`config.mk`:
```
export PLATFORM = sky130hd
export DESIGN_NAME = shift_pipe
export DESIGN_NICKNAME = d
export VERILOG_FILES = /design/src/rtl/shift_pipe.sv
export SDC_FILE = /design/constraint.sdc
export NUM_CORES = 1
export LEC_CHECK = 0
export BUFFER_PORTS_ARGS = -buffer_cell sky130_fd_sc_hd__buf_2
export CORE_MARGIN = 4
export CORE_UTILIZATION = 44
export CTS_CLUSTER_DIAMETER = 50
export DETAILED_ROUTE_END_ITERATION = 8
export HOLD_SLACK_MARGIN = 0.02
export PLACE_DENSITY = 0.61
export SYNTH_ARGS = -nofsm -noshare
export SYNTH_HDL_FRONTEND = slang
export SYNTH_SLANG_ARGS = --single-unit
```
`constraint.sdc`:
```
create_clock -name clk -period 5.7 [get_ports clk]
set_input_delay 0.855 -clock clk [delete_from_list [all_inputs] [get_ports clk]]
set_output_delay 0.855 -clock clk [all_outputs]
set_load 0.05 [all_outputs]
```
`src/rtl/shift_pipe.sv`:
```
// shift_pipe: SHW-stage barrel shift pipeline with valid/ready flow; rotate gated by SHIFT_PIPE_ROTATE_EN
module shift_pipe #(
  parameter int WIDTH = 32,
  localparam int SHW = $clog2(WIDTH)
) (
  input  logic             clk,
  input  logic             rst,
  input  logic             in_valid,
  output logic             in_ready,
  input  logic [WIDTH-1:0] in_data,
  input  logic [SHW-1:0]   in_amt,
  input  logic [1:0]       in_mode,
  input  logic             in_en,
  output logic             out_valid,
  input  logic             out_ready,
  output logic [WIDTH-1:0] out_data
);
`ifdef SHIFT_PIPE_ROTATE_EN
  localparam logic SQUASH_ROR = 1'b0;
`else
  localparam logic SQUASH_ROR = 1'b1;
`endif
  typedef struct packed {
    logic             vld;
    logic             en;
    logic [1:0]       mode;
    logic [SHW-1:0]   amt;
    logic [WIDTH-1:0] data;
  } stage_t;
  stage_t st_q [SHW];
  stage_t st_d [SHW];
  stage_t in_st, cur;
  logic advance;
  function automatic logic [WIDTH-1:0] shift_by(input logic [WIDTH-1:0] x, input logic [1:0] m, input int s);
    logic [WIDTH-1:0] rot;
    rot = SQUASH_ROR ? x : (x >> s) | (x << (WIDTH - s));
    return m == 2'b00 ? x >> s : m == 2'b01 ? x << s : m == 2'b10 ? WIDTH'($signed(x) >>> s) : rot;
  endfunction
  assign advance   = !st_q[SHW-1].vld || out_ready;
  assign in_ready  = advance;
  assign out_valid = st_q[SHW-1].vld;
  assign out_data  = st_q[SHW-1].data;
  // Capture the request; without rotate support an enabled ROR is squashed to zero at entry
  always_comb begin
    in_st = '{vld: in_valid, en: in_en, mode: in_mode, amt: in_amt, data: in_data};
    in_st.data = (SQUASH_ROR && in_mode == 2'b11 && in_en) ? '0 : in_data;
  end
  // Stage k shifts by 2^k when its amount bit is set; every stage moves together or holds
  always_comb begin
    cur = in_st;
    for (int k = 0; k < SHW; k++) begin
      st_d[k] = cur;
      if (cur.en && cur.amt[k]) st_d[k].data = shift_by(cur.data, cur.mode, 1 << k);
      if (!advance) st_d[k] = st_q[k];
      cur = st_q[k];
    end
  end
  // Pipeline registers, all cleared by reset so in-flight work is discarded
  always_ff @(posedge clk or posedge rst) begin
    if (rst) st_q <= '{default: '0};
    else st_q <= st_d;
  end
endmodule
```
==> impl_results.md <==
- Peak supply drop: roughly 270 uV
- Pwr/cell area: just under 600 nW/um^2
- Final Net Count: about 1400
- Routed vias: slightly below 10000
- Peak Freq: between 300 and 400 MHz
- ANT cells: 0
- Synth Area in Simple Gates: 21.0%
- Post-Synthesis Cells: 1369
- Clk_lat worst skew: ~440 ps
- Total gr overflow: 0
- Detailed Route Iter0 Violations: a little under 800
- DP Area: 11100 um^2
- Cell variety after synth: 54
- Critical path class: in2reg
- Register bit total from synthesis: 187
- Die Height: about 170 um
- Multiplexer share of the synthesized area: between 1.5 and 2%
- Wire per inst: approximately 17 um
- Syn Area/Cell: about 8.1 um^2
- Antenna Violating Nets Remaining: 0
- Hold EP: out_valid
- Post-synthesis adder-cell area fraction: 0%
- Finish-stage setup viols: 0
- Placer Congestion: between 0.7 and 0.8
- Setup TNS: 0 ps
- Worst-margin pin slew: approximately 1200 ps
- Worst setup EP type: flip-flop
- Period utilization: about half
- Die ar.: between 20000 and 30000 um^2
- CP arrival: between 3000 and 4000 ps
- Post-Synth XOR/XNOR Area: less than 1%
- Synthesized area: between 10000 and 15000 um^2
- Yosys Warn Count: 0
- Row count: 57
- Leakage power figure: between 4 and 5 nW
- Number of placed cells counting well taps: ~1600
- Dominant synthesized flop cell: dfrtp_1
- CTS hold repair buffers: 0
- Core area: about 25000 um^2
- Synth Area in Compound Gates: about 26%
- R2R depth: 5
- Number of I/O port buffers: 77
- Register area share after synthesis: a little over two fifths
- Reg-to-Reg End: out_data[13]
- DR pass1 iterations: 5
- Layout area overhead: 6.19%
- Fin. Hold Viols: 0
- Utilization after layout: a little under half
- Post-layout min period: ~2800 ps
- Synth area leader: dfrtp_1
- Tot GR Track Use: 20.7%
- Final max-slew violation count: 0
- TritonCTS Buffers: 17
- Max-Cap Viols: 0
- Reg-to-Reg Start: out_valid
- Vias in the first global route: 8851
- Vias per inst: 5.82
- CTS tree: built
- CTS HTree Levels: 4
- CTS root buffer: clkbuf_16
- Initial core utilization: between 40% and 50%
- Layout Cells excl Fill: 1662
- Share of layout cells above drive strength 1: around 10%
- Asr flop ratio synth: 100%
- CTS resizes: 0
- Residual DRC: 0
- CTS Sinks: between 150 and 200
- CTS max path bufs: 2
- Outcome: completed
- Routed WL: 28.8 mm
- Hpwl dp: 18.7 mm
- Hold_sp: st_q[81]
- Commonest cells in the netlist: nand2_1, dfrtp_1, nor2_1, a21oi_1, o21ai_0
- First-pass GRT wire length: 48.1 mm
- # IOs: 78
- Final hold slack: between 400 and 500 ps
- Initial antenna violation count: 1
- Worst slew margin: 18.4%
- Main combinational cell family by area after synthesis: compound AO/OA/AOI/OAI gates
- Most frequent cell after synthesis: nand2_1
- Worst Hold Path Cells: 1
- Cell area after layout: roughly 12000 um^2
- Path category of the worst min-delay check: reg2reg
- Synth top area cells: dfrtp_1, nand2_1, a21oi_1
- Largest net degree at the start of global routing: 188
- Clock Pin Slew Worst Setup and Hold Paths: roughly 80 ps
- RSZ-0062 raised after global routing: no
- Worst-case clock skew: ~19 ps
- Syn Nets: 1413
- Buffer count from post-CTS setup fixing: 0
- Register-to-Register Setup Slack: ~3000 ps
- CP required: 6020 ps
- Number of synthesized flops with an enable pin: 0
- Area share of the largest cell type after synthesis: a little over two fifths
- Die W: 166 um
- Critical Path Fanout Max: 93
- Critical Path Source Type: primary input
==> metrics by stage <==
| stage | setup WS [ps] | power, mW |
|---|---|---|
| after CTS | 2860 | 7.01 |
| after floorplan | 2440 | 5.16 |
| final | 2870 | 6.98 |
| after global routing | 2630 | 7.51 |
| after detailed placement | 2400 | 5.80 |
| after global placement | 2440 | 5.73 |
==> how the worst max path moves through the flow <==
stage / endpoint / startpoint / slack (ps)
final: out_data[13] / out_ready / 2870
after global routing: out_data[14] / out_ready / 2630
after CTS: out_data[13] / out_ready / 2860
after detailed placement: out_data[11] / out_ready / 2400
after global placement: out_data[12] / out_ready / 2440
after floorplan: out_data[0] / rst / 2440
==> state kept, by name, summed over array words and instances, names as in the netlist <==
register / flops
out_data: 32
st_q: 154
out_valid: 1
==> area by class of cell <==
| class | count | area, um^2 |
|---|---|---|
| inverters | 38 | 151 |
| well taps | 324 | 405 |
| fillers | 2452 | 12800 |
| repair buffers | 91 | 503 |
| flip-flops and latches | 187 | 4680 |
| multi-input cells | 990 | 5380 |
| clock buffers | 17 | 425 |
| clock inverters | 15 | 176 |
==> cells by family (layout without fill, tap and decap cells) <==
kind of cell	after synthesis	in the layout
simple gates	531	531
compound gates	439	439
buf+inv	192	161
flops	187	187
mux	17	17
xor+xnor	3	3
==> report_power, final <==
group / switching (mW) / internal [mW] / total, mW / leakage (nW)
logic: 1.94 / 1.14 / 3.08 / 2.38
registers: 0.734 / 1.96 / 2.69 / 2.19
clock network: 0.609 / 0.592 / 1.20 / 0.294
total: 3.29 / 3.69 / 6.98 / 4.86
==> critical path, cell delays in order <==
cell and delay, ps:
buf_2 110, nor2b_4 320, buf_4 520, buf_4 800, or2_4 360, o21ai_0 120
==> layout by cell type, fill, tap and decap left out, drive strengths merged, types with 3 or more instances in the layout <==
| cell | count |
|---|---|
| nor3 | 26 |
| dfrtp | 187 |
| or2b | 5 |
| a21o | 10 |
| a22oi | 10 |
| clkbuf | 17 |
| a21oi | 132 |
| nor2b | 21 |
| clkinv | 11 |
| nand3 | 27 |
| buf | 91 |
| a221oi | 40 |
| a2bb2oi | 17 |
| o221ai | 13 |
| o21ai | 120 |
| or3 | 12 |
| o2bb2ai | 4 |
| nand2 | 242 |
| o22ai | 11 |
| a221o | 4 |
| nor2 | 163 |
| a22o | 10 |
| o31ai | 7 |
| a2111oi | 8 |
| a211oi | 4 |
| mux2i | 17 |
| inv | 41 |
| nor3b | 23 |
| nand2b | 4 |
| and2 | 3 |
| a31oi | 14 |
| o32a | 30 |
==> routing by layer <==
metal / part of all wire, % / global-route usage, %
met5: 0 / 0
met4: 1.6 / 4.23
met3: 4.6 / 3.33
met2: 46 / 32.4
met1: 48 / 30.5
Note: power is estimated with default switching activity, not from simulation.
